[src/rtl/tomasulo_pkg.sv]
// rtl/tomasulo_pkg.sv - shared widths, opcodes and entry record for the reservation stations
package tomasulo_pkg;

    localparam int TAG_W  = 4;
    localparam int DATA_W = 32;

    localparam logic [TAG_W-1:0] NO_TAG = 4'd0;

    typedef enum logic [1:0] {
        OP_ADD = 2'd0,
        OP_SUB = 2'd1,
        OP_MUL = 2'd2,
        OP_DIV = 2'd3
    } op_e;

    typedef struct packed {
        logic              busy;
        op_e               op;
        logic [DATA_W-1:0] vj;
        logic [TAG_W-1:0]  qj;
        logic [DATA_W-1:0] vk;
        logic [TAG_W-1:0]  qk;
    } rs_entry_t;

    // A pending operand is satisfied by a broadcast of its producer tag.
    function automatic logic cdb_hit(input logic valid, input logic [TAG_W-1:0] bcast,
                                     input logic [TAG_W-1:0] q);
        return valid && (q != NO_TAG) && (q == bcast);
    endfunction

endpackage

[src/rtl/rs_station_if.sv]
// rtl/rs_station_if.sv - issue, CDB snoop and dispatch signals of one reservation station
interface rs_station_if;
    import tomasulo_pkg::*;

    logic              issue_valid;
    logic              issue_ready;
    logic [TAG_W-1:0]  issue_tag;
    logic [1:0]        issue_op;
    logic [DATA_W-1:0] issue_vj;
    logic [TAG_W-1:0]  issue_qj;
    logic [DATA_W-1:0] issue_vk;
    logic [TAG_W-1:0]  issue_qk;

    logic              cdb_valid;
    logic [TAG_W-1:0]  cdb_tag;
    logic [DATA_W-1:0] cdb_data;

    logic              disp_valid;
    logic              disp_ready;
    logic [1:0]        disp_op;
    logic [DATA_W-1:0] disp_a;
    logic [DATA_W-1:0] disp_b;
    logic [TAG_W-1:0]  disp_tag;

    modport master (
        output issue_valid, issue_op, issue_vj, issue_qj, issue_vk, issue_qk,
        output cdb_valid, cdb_tag, cdb_data,
        output disp_ready,
        input  issue_ready, issue_tag,
        input  disp_valid, disp_op, disp_a, disp_b, disp_tag
    );

    modport slave (
        input  issue_valid, issue_op, issue_vj, issue_qj, issue_vk, issue_qk,
        input  cdb_valid, cdb_tag, cdb_data,
        input  disp_ready,
        output issue_ready, issue_tag,
        output disp_valid, disp_op, disp_a, disp_b, disp_tag
    );

endinterface

[src/rtl/rs_entry.sv]
// rtl/rs_entry.sv - one reservation-station slot with CDB capture and issue bypass
module rs_entry
    import tomasulo_pkg::*;
(
    input  logic              clk,
    input  logic              reset,
    input  logic              load,
    input  logic              clear,
    input  op_e               issue_op,
    input  logic [DATA_W-1:0] issue_vj,
    input  logic [TAG_W-1:0]  issue_qj,
    input  logic [DATA_W-1:0] issue_vk,
    input  logic [TAG_W-1:0]  issue_qk,
    input  logic              cdb_valid,
    input  logic [TAG_W-1:0]  cdb_tag,
    input  logic [DATA_W-1:0] cdb_data,
    output logic              busy,
    output op_e               op,
    output logic [DATA_W-1:0] vj,
    output logic [DATA_W-1:0] vk,
    output logic              ready
);

    rs_entry_t st;

    always_ff @(posedge clk or posedge reset) begin
        if (reset) begin
            st <= '0;
        end else if (load) begin
            // Load only targets a free slot, so it never collides with clear.
            st.busy <= 1'b1;
            st.op   <= issue_op;
            if (cdb_hit(cdb_valid, cdb_tag, issue_qj)) begin
                st.vj <= cdb_data;
                st.qj <= NO_TAG;
            end else begin
                st.vj <= issue_vj;
                st.qj <= issue_qj;
            end
            if (cdb_hit(cdb_valid, cdb_tag, issue_qk)) begin
                st.vk <= cdb_data;
                st.qk <= NO_TAG;
            end else begin
                st.vk <= issue_vk;
                st.qk <= issue_qk;
            end
        end else begin
            if (clear) begin
                st.busy <= 1'b0;
            end
            if (st.busy && cdb_hit(cdb_valid, cdb_tag, st.qj)) begin
                st.vj <= cdb_data;
                st.qj <= NO_TAG;
            end
            if (st.busy && cdb_hit(cdb_valid, cdb_tag, st.qk)) begin
                st.vk <= cdb_data;
                st.qk <= NO_TAG;
            end
        end
    end

    assign busy  = st.busy;
    assign op    = st.op;
    assign vj    = st.vj;
    assign vk    = st.vk;
    assign ready = st.busy && (st.qj == NO_TAG) && (st.qk == NO_TAG);

endmodule

[src/rtl/rs_station.sv]
// rtl/rs_station.sv - reservation station: lowest-free allocation, CDB snoop, lowest-ready dispatch
module rs_station
    import tomasulo_pkg::*;
#(
    parameter int NUM_ENTRIES = 3,
    parameter int TAG_BASE    = 1
) (
    input  logic         clk,
    input  logic         reset,
    rs_station_if.slave  bus
);

    localparam int IDX_W = (NUM_ENTRIES > 1) ? $clog2(NUM_ENTRIES) : 1;

    logic [NUM_ENTRIES-1:0] busy;
    logic [NUM_ENTRIES-1:0] ready;
    logic [NUM_ENTRIES-1:0] load;
    logic [NUM_ENTRIES-1:0] clear;
    op_e                    ent_op [NUM_ENTRIES];
    logic [DATA_W-1:0]      ent_vj [NUM_ENTRIES];
    logic [DATA_W-1:0]      ent_vk [NUM_ENTRIES];

    logic [IDX_W-1:0] alloc_idx;
    logic [IDX_W-1:0] sel_idx;
    logic [IDX_W-1:0] held_idx;
    logic             alloc_ok;
    logic             any_ready;
    logic             held_valid;
    logic             fire_issue;
    logic             fire_disp;

    op_e               d_op;
    logic [DATA_W-1:0] d_a;
    logic [DATA_W-1:0] d_b;
    logic [TAG_W-1:0]  d_tag;

    always_comb begin
        alloc_ok  = 1'b0;
        alloc_idx = '0;
        for (int i = NUM_ENTRIES - 1; i >= 0; i--) begin
            if (!busy[i]) begin
                alloc_ok  = 1'b1;
                alloc_idx = IDX_W'(i);
            end
        end
    end

    // A stalled dispatch keeps its slot even if a lower slot becomes ready meanwhile.
    always_comb begin
        any_ready = |ready;
        sel_idx   = '0;
        for (int i = NUM_ENTRIES - 1; i >= 0; i--) begin
            if (ready[i]) begin
                sel_idx = IDX_W'(i);
            end
        end
        if (held_valid) begin
            sel_idx = held_idx;
        end
    end

    always_comb begin
        d_op  = OP_ADD;
        d_a   = '0;
        d_b   = '0;
        d_tag = NO_TAG;
        if (any_ready) begin
            for (int i = 0; i < NUM_ENTRIES; i++) begin
                if (sel_idx == IDX_W'(i)) begin
                    d_op  = ent_op[i];
                    d_a   = ent_vj[i];
                    d_b   = ent_vk[i];
                    d_tag = TAG_W'(TAG_BASE + i);
                end
            end
        end
    end

    assign fire_issue = bus.issue_valid && alloc_ok;
    assign fire_disp  = any_ready && bus.disp_ready;

    always_ff @(posedge clk or posedge reset) begin
        if (reset) begin
            held_valid <= 1'b0;
            held_idx   <= '0;
        end else begin
            held_valid <= any_ready && !bus.disp_ready;
            held_idx   <= sel_idx;
        end
    end

    for (genvar g = 0; g < NUM_ENTRIES; g++) begin : g_entry
        assign load[g]  = fire_issue && (alloc_idx == IDX_W'(g));
        assign clear[g] = fire_disp && (sel_idx == IDX_W'(g));

        rs_entry u_entry (
            .clk       (clk),
            .reset     (reset),
            .load      (load[g]),
            .clear     (clear[g]),
            .issue_op  (op_e'(bus.issue_op)),
            .issue_vj  (bus.issue_vj),
            .issue_qj  (bus.issue_qj),
            .issue_vk  (bus.issue_vk),
            .issue_qk  (bus.issue_qk),
            .cdb_valid (bus.cdb_valid),
            .cdb_tag   (bus.cdb_tag),
            .cdb_data  (bus.cdb_data),
            .busy      (busy[g]),
            .op        (ent_op[g]),
            .vj        (ent_vj[g]),
            .vk        (ent_vk[g]),
            .ready     (ready[g])
        );
    end

    assign bus.issue_ready = alloc_ok;
    assign bus.issue_tag   = TAG_W'(TAG_BASE + int'(alloc_idx));
    assign bus.disp_valid  = any_ready;
    assign bus.disp_op     = d_op;
    assign bus.disp_a      = d_a;
    assign bus.disp_b      = d_b;
    assign bus.disp_tag    = d_tag;

endmodule

[src/flat_wrapper.sv]
// flat-port wrapper written by rule: the top's interface ports become plain ports
module rs_station_flat import tomasulo_pkg::*;
#(
    parameter int NUM_ENTRIES = 3,
    parameter int TAG_BASE    = 1
)
  (clk, reset, bus_issue_valid, bus_issue_op, bus_issue_vj, bus_issue_qj, bus_issue_vk, bus_issue_qk, bus_cdb_valid, bus_cdb_tag, bus_cdb_data, bus_disp_ready, bus_issue_ready, bus_issue_tag, bus_disp_valid, bus_disp_op, bus_disp_a, bus_disp_b, bus_disp_tag);
  rs_station_if bus_i ();
  input  logic clk;
  input  logic reset;
  input wire logic [$bits(bus_i.issue_valid)-1:0] bus_issue_valid;
  input wire logic [$bits(bus_i.issue_op)-1:0] bus_issue_op;
  input wire logic [$bits(bus_i.issue_vj)-1:0] bus_issue_vj;
  input wire logic [$bits(bus_i.issue_qj)-1:0] bus_issue_qj;
  input wire logic [$bits(bus_i.issue_vk)-1:0] bus_issue_vk;
  input wire logic [$bits(bus_i.issue_qk)-1:0] bus_issue_qk;
  input wire logic [$bits(bus_i.cdb_valid)-1:0] bus_cdb_valid;
  input wire logic [$bits(bus_i.cdb_tag)-1:0] bus_cdb_tag;
  input wire logic [$bits(bus_i.cdb_data)-1:0] bus_cdb_data;
  input wire logic [$bits(bus_i.disp_ready)-1:0] bus_disp_ready;
  output wire logic [$bits(bus_i.issue_ready)-1:0] bus_issue_ready;
  output wire logic [$bits(bus_i.issue_tag)-1:0] bus_issue_tag;
  output wire logic [$bits(bus_i.disp_valid)-1:0] bus_disp_valid;
  output wire logic [$bits(bus_i.disp_op)-1:0] bus_disp_op;
  output wire logic [$bits(bus_i.disp_a)-1:0] bus_disp_a;
  output wire logic [$bits(bus_i.disp_b)-1:0] bus_disp_b;
  output wire logic [$bits(bus_i.disp_tag)-1:0] bus_disp_tag;
  assign bus_i.issue_valid = bus_issue_valid;
  assign bus_i.issue_op = bus_issue_op;
  assign bus_i.issue_vj = bus_issue_vj;
  assign bus_i.issue_qj = bus_issue_qj;
  assign bus_i.issue_vk = bus_issue_vk;
  assign bus_i.issue_qk = bus_issue_qk;
  assign bus_i.cdb_valid = bus_cdb_valid;
  assign bus_i.cdb_tag = bus_cdb_tag;
  assign bus_i.cdb_data = bus_cdb_data;
  assign bus_i.disp_ready = bus_disp_ready;
  assign bus_issue_ready = bus_i.issue_ready;
  assign bus_issue_tag = bus_i.issue_tag;
  assign bus_disp_valid = bus_i.disp_valid;
  assign bus_disp_op = bus_i.disp_op;
  assign bus_disp_a = bus_i.disp_a;
  assign bus_disp_b = bus_i.disp_b;
  assign bus_disp_tag = bus_i.disp_tag;
  rs_station #(.NUM_ENTRIES(NUM_ENTRIES), .TAG_BASE(TAG_BASE)) u_core (.clk(clk), .reset(reset), .bus(bus_i));
endmodule
[config.mk]
export PLATFORM = sky130hd
export DESIGN_NAME = rs_station_flat
export DESIGN_NICKNAME = d
export VERILOG_FILES = /design/src/rtl/tomasulo_pkg.sv /design/src/rtl/rs_station_if.sv /design/src/rtl/rs_entry.sv /design/src/rtl/rs_station.sv /design/src/flat_wrapper.sv
export SDC_FILE = /design/constraint.sdc
export NUM_CORES = 1
export LEC_CHECK = 0
export CORE_ASPECT_RATIO = 1.2
export CORE_UTILIZATION = 35
export DETAILED_ROUTE_END_ITERATION = 10
export GPL_TIMING_DRIVEN = 0
export PLACE_DENSITY = 0.63
export SYNTH_ARGS = -nofsm -noshare
export SYNTH_HDL_FRONTEND = slang
export SYNTH_HIERARCHICAL = 1
export SYNTH_SLANG_ARGS = --single-unit
[constraint.sdc]
create_clock -name clk -period 4.2 [get_ports clk]
set_input_delay 0.84 -clock clk [delete_from_list [all_inputs] [get_ports clk]]
set_output_delay 0.84 -clock clk [all_outputs]
set_load 0.005 [all_outputs]
# [After elaboration in Yosys (flattened, before gate mapping)]
# Index checks and enable logic that the tools add are counted.
[classes] addsub=1 eq_ne=12 mux=43 n_reduce_logical=64
[ops] cell="$mux 36" count=8
[ops] cell="$mux 32" count=8
[ops] cell="$mux 72" count=3
[ops] cell="$logic_and 1x1->1" count=37
[ops] cell="$eq 4x4->1" count=8
[ops] cell="$reduce_bool 4->1" count=8
[ops] cell="$mux 2" count=13
[ops] cell="$logic_not 4->1" count=6
[ops] cell="$reduce_bool 2->1" count=9
[ops] cell="$mux 1" count=10
[ops] cell="$eq 2x1->1 const B" count=2
[ops] cell="$eq 2x2->1 const B" count=2
[ops] cell="$logic_not 2->1" count=2
[ops] cell="$mux 4" count=1
[ops] cell="$add 1x2->3 const A" count=1
[ops] cell="$reduce_or 3->1" count=1
[ops] cell="$logic_not 1->1" count=1
[word_totals] regBits=228 out_inout_bits=76 wordCells=140

# [Depth between registers and ports, before layout]
[logic_depth] word_depth=12 mapped_depth=10 ltp_nobuf=8

# [Cells and area by module]
# Netlist, hierarchy kept.
[modules_own_cells] module="rs_entry" instances=3 cells_per_inst=428 area_per_inst_um2=4953.5 seq_area_each_um2=1876.8
[modules_own_cells] module="rs_station" instances=1 cells_per_inst=340 area_per_inst_um2=2622.5 seq_area_each_um2=75.1

# [Least setup slack after synthesis]
# OpenSTA, ideal clock, no wires.
[synth_path] kind="register to output" start="register u_core/g_entry[2].u_entry/st[36] (netlist bit)" end="output port bus_disp_a[12]" arrival_ns=2.341 required_time_ns=3.360 slack_ns=1.019 path_stages_with_launch=10 n_path_buf=2 cell_sequence="dfrtp_1 -> nor4_1 -> and3_1 -> inv_1 -> o41a_1 -> ha_1 -> buf_6 -> clkbuf_1 -> nand3b_1 -> a211oi_2"
[synth_between] elab_chain_cells=12 word_cells_on_any_way=15 cone_classes="eq/ne (2); mux (8); reduce/logical (5)"
[synth_lines] element="start, declared" line_no="rs_entry.sv:24" rtl="rs_entry_t st;"
[synth_lines] element="$logic_not 4->1 *" line_no="rs_entry.sv:66" rtl="assign ready = st.busy && (st.qj == NO_TAG) && (st.qk == NO_TAG);"
[synth_lines] element="$logic_and 1x1->1 * (2 in series)" line_no="rs_entry.sv:66"
[synth_lines] element="via u_core.ready[2]" line_no="rs_station.sv:16" rtl="logic [NUM_ENTRIES-1:0] ready;"
[synth_lines] element="$mux 2 (3 in series)" line_no="rs_station.sv:53" rtl="if (ready[i]) begin"
[synth_lines] element="$mux 2" line_no="rs_station.sv:57" rtl="if (held_valid) begin"
[synth_lines] element="$logic_not 2->1" line_no="rs_station.sv:69" rtl="if (sel_idx == IDX_W'(i)) begin"
[synth_lines] element="$mux 32 (3 in series)" line_no="rs_station.sv:69"
[synth_lines] element="$mux 32 *" line_no="rs_station.sv:67" rtl="if (any_ready) begin"
[synth_lines] element="end, declared" line_no="flat_wrapper.sv:25" rtl="output wire logic [$bits(bus_i.disp_a)-1:0] bus_disp_a;"
# Mark *: on every way through the listed nets, which the timed path passes. The rest lies on a longest branch.

# [Final worst setup path]
[layout_path] start="register u_core/g_entry[2].u_entry/st[36] (netlist bit)" end="output port bus_disp_a[27]"
[layout_between] elab_chain_cells=12 word_cells_on_any_way=15 cone_classes="eq/ne (2); mux (8); reduce/logical (5)"
[layout_lines] element="$logic_not 4->1 *" line_no="rs_entry.sv:66"
[layout_lines] element="$logic_and 1x1->1 * (2 in series)" line_no="rs_entry.sv:66"
[layout_lines] element="via u_core.ready[2]" line_no="rs_station.sv:16"
[layout_lines] element="$mux 2 * (3 in series)" line_no="rs_station.sv:53"
[layout_lines] element="$mux 2 *" line_no="rs_station.sv:57"
[layout_lines] element="via u_core.sel_idx[1]" line_no="rs_station.sv:24" rtl="logic [IDX_W-1:0] sel_idx;"
[layout_lines] element="$logic_not 2->1" line_no="rs_station.sv:69"
[layout_lines] element="$mux 32 (2 in series)" line_no="rs_station.sv:69"
[layout_lines] element="$mux 32 *" line_no="rs_station.sv:69"
[layout_lines] element="$mux 32 *" line_no="rs_station.sv:67"
# Marks and branches as above.

==> results by group <==
Outcome
  – Outcome: finished with violations
  – Violated checks: negative setup slack

STA
  – RSZ-0062 raised after global routing: yes
  – Slew at the pin closest to its max-slew limit: slightly above 1 ns
  – Final worst slack: -0.0370 ns
  – Final Slew Violations: 0
  – Crit share post-route: 101%
  – Skew final: ~0.019 ns
  – Setup TNS: -0.0370 ns
  – Slew headroom: between 30% and 40%
  – Final hold viol count: 0
  – Highest clock rate: ~240 MHz
  – Final Critical Period: between 4 and 5 ns
  – Final setup vio count: 1

Logic synthesis
  – Cell Area, Synth: roughly 17000 um2
  – #FFs+latches synth: roughly 230
  – Largest cells by area after synthesis: dfrtp_1, mux2i_1, buf_4
  – Yosys top cell area share: approximately a third
  – Synth cell types: 39
  – Mean Syn Cell Area: around 11 um2
  – Synth Instances: around 1600
  – Leading area contributor after synthesis: dfrtp_1
  – EDFF count, synth: 0
  – Sequential area share after synthesis: between 30% and 40%
  – Ys async rst share: 100%
  – Syn. warnings: 6
  – Main synth FF type: dfrtp_1

Clock network
  – Reg clk slew, reported paths: 0.06 ns
  – TritonCTS clock tree: yes
  – Clock Latency Late Sink: approximately 0.56 ns
  – # clock sinks: around 230
  – Inserted Clock Buffers: 26
  – Hold_buf cts: 0
  – CTS root buf: clkbuf_16
  – H-tree depth: 1
  – Clk buf depth: 3

Finish
  – Antenna cells: 0
  – Final nets: about 2000
  – Leading cell types in the layout, fill and taps excluded: mux2i_1, buf_4, dfrtp_1, clkdlybuf4s50_1, nor2b_1
  – Layout area overhead: 22.5%
  – Commonest non-fill, non-tap cell in the layout: mux2i_1
  – Ratio of cells with drive above 1 in the final layout: between 20 and 25%
  – Post-layout util: 43.5%

Floorplanning
  – Die Y: around 250 um
  – IO Count: around 190
  – Die area: a little over 50000 um2
  – Starting Density: about 36%
  – Die W: between 200 and 250 um
  – Core Region: approximately 50000 um2
  – Std-Cell Rows: between 80 and 90

Global routing
  – GRT Total Usage: between 20% and 30%
  – Initial antenna violation count: 2
  – Largest net degree at the start of global routing: 46
  – First-pass GRT wire length: 85700 um
  – Gr ovfl total: 0
  – Vias in the first global route: roughly 13000

Drt
  – Starting DRT DRC Count: 765
  – Antenna Nets Post-Route: 0
  – 1st-pass router iterations: 5
  – Vias per inst: 5.23
  – WL final: ~58000 um
  – DR DRC count: 0
  – Drt wl/cell: 23.2 um
  – Via count: 13100

Worst setup path
  – Top fanout value on the critical path: 10
  – Crit Path Category: reg -> out
  – CP Data Arrival Time: 3.40 ns
  – CP required: between 3 and 4 ns
  – CP Launch Type: flip-flop
  – Crit end category: output pin

Placed design
  – Detailed placement HPWL: between 40000 and 50000 um
  – GP Congestion: around 0.84
  – I/O Buffers: 184
  – DP Worst Slack: -0.224 ns

Power
  – Final Power: between 10000 and 15000 uW
  – P_leak: slightly below 0.01 uW
  – Max VDD drop: about 0.42 mV
  – PD cells: 692 nW/um2

Hold path
  – HP Class: reg -> reg

Run
  – Max Cap Viol: 0
## kinds of logic (layout without fill, tap and decap cells)
family | after synthesis | after routing | synth area share, %
buffers and inverters | 337 | 586 | 15.0
xor gates and xnor gates | 42 | 42 | 2.10
other | 1 | 4 | 0.0214
and+or+nand+nor | 269 | 269 | 9.14
muxes | 570 | 570 | 32.7
AOI/OAI and AO/OA | 174 | 174 | 8.21
DFF | 228 | 228 | 32.6
adders and majority gates | 3 | 3 | 0.215
## Yosys cell counts (2+ instances only)
| master | n |
|---|---|
| nor2_1 | 2 |
| nor3b_1 | 2 |
| nor2b_1 | 76 |
| o211ai_1 | 3 |
| a21oi_1 | 70 |
| buf_2 | 8 |
| mux2i_1 | 564 |
| ha_1 | 3 |
| o22ai_1 | 24 |
| or3_1 | 6 |
| a211oi_1 | 2 |
| nor4_1 | 12 |
| inv_1 | 9 |
| clkbuf_1 | 36 |
| nor3_1 | 9 |
| a21o_1 | 4 |
| a211oi_2 | 65 |
| nand3_1 | 10 |
| nand2_1 | 62 |
| xor2_1 | 12 |
| dlygate4sd1_1 | 6 |
| and3_1 | 6 |
| nand3b_1 | 69 |
| nand4_1 | 12 |
| buf_8 | 9 |
| a21oi_2 | 3 |
| buf_12 | 6 |
| xnor2_1 | 30 |
| buf_4 | 228 |
| buf_6 | 35 |
| mux2_2 | 6 |
| dfrtp_1 | 228 |
## registers in the layout, indices dropped and copies added (netlist names)
name	count
u_core/held_idx	2
u_core/held_valid	1
u_core/g_entry.u_entry/vk	96
u_core/g_entry.u_entry/vj	96
u_core/g_entry.u_entry/busy	3
u_core/g_entry.u_entry/st	24
u_core/g_entry.u_entry/op	6
## worst max-delay path: stages (launching register included)
cell	delay (ns)
dfrtp_1	0.41
nor4_2	0.32
and3_4	0.25
inv_1	0.08
o41ai_4	0.31
ha_4	0.26
buf_8	0.17
buf_8	0.17
a21oi_1	0.07
a211oi_2	0.27
clkdlybuf4s50_1	0.54
## layer usage
layer	wire length [um]	up-vias	share of wire [%]	GRT usage, %
met5	9	-	0.015	0
met4	1970	2	3.4	7.94
met3	2600	105	4.5	2.57
met2	28300	375	49	38.3
met1	25300	6585	43	29.5
li1	-	6081	-	-
## metrics by stage
stage / std cells / area [um2] / hold WS [ns]
after floorplan: 1627 / 17500 / 0.467
after global placement: 2448 / 20100 / 0.487
after detailed placement: 2451 / 20200 / 0.498
after CTS: 2508 / 21400 / 0.514
after global routing: 2513 / 21400 / 0.526
final: 2513 / 21400 / 0.513
## final cells by class
| class | count | area (um2) |
|---|---|---|
| Multi-Input combinational cell | 1062 | 9330 |
| Tap cell | 637 | 797 |
| Inverter | 9 | 41.3 |
| Buffer | 328 | 2700 |
| Sequential cell | 228 | 5710 |
| Fill cell | 4767 | 27800 |
| Timing Repair Buffer | 203 | 1960 |
| Clock buffer | 38 | 797 |
| Clock inverter | 8 | 92.6 |
## timing repair
action,in CTS,in global routing
pin swaps,50,29
setup buffers,11,5
setup endpoints to repair,66,40
resized for setup,129,37
hold endpoints to repair,0,0
## path summary, 6_finish.rpt
check / from / end / slack, ns / cells past startpoint
hold reg to reg: u_core/g_entry[1].u_entry/op[0] / u_core/g_entry[1].u_entry/op[0] / 0.51 / 1
setup reg to reg: u_core/g_entry[0].u_entry/busy / u_core/g_entry[2].u_entry/vk[27] / 1.32 / 6
min in group asynchronous: reset / u_core/held_idx[1] / 0.75 / 2
hold / removal: u_core/g_entry[1].u_entry/op[0] / u_core/g_entry[1].u_entry/op[0] / 0.51 / 1
max in group asynchronous: reset / u_core/g_entry[0].u_entry/vk[8] / 2.59 / 3
setup / recovery: u_core/g_entry[2].u_entry/st[36] / bus_disp_a[27] / -0.04 / 10
## where the power goes
group / internal (uW) / total (uW) / switching (uW)
combinational: 4270 / 8410 / 4140
sequential: 3310 / 4010 / 699
clock: 1430 / 2420 / 988
total: 9000 / 14800 / 5830
(Power assumes the default switching activity.)
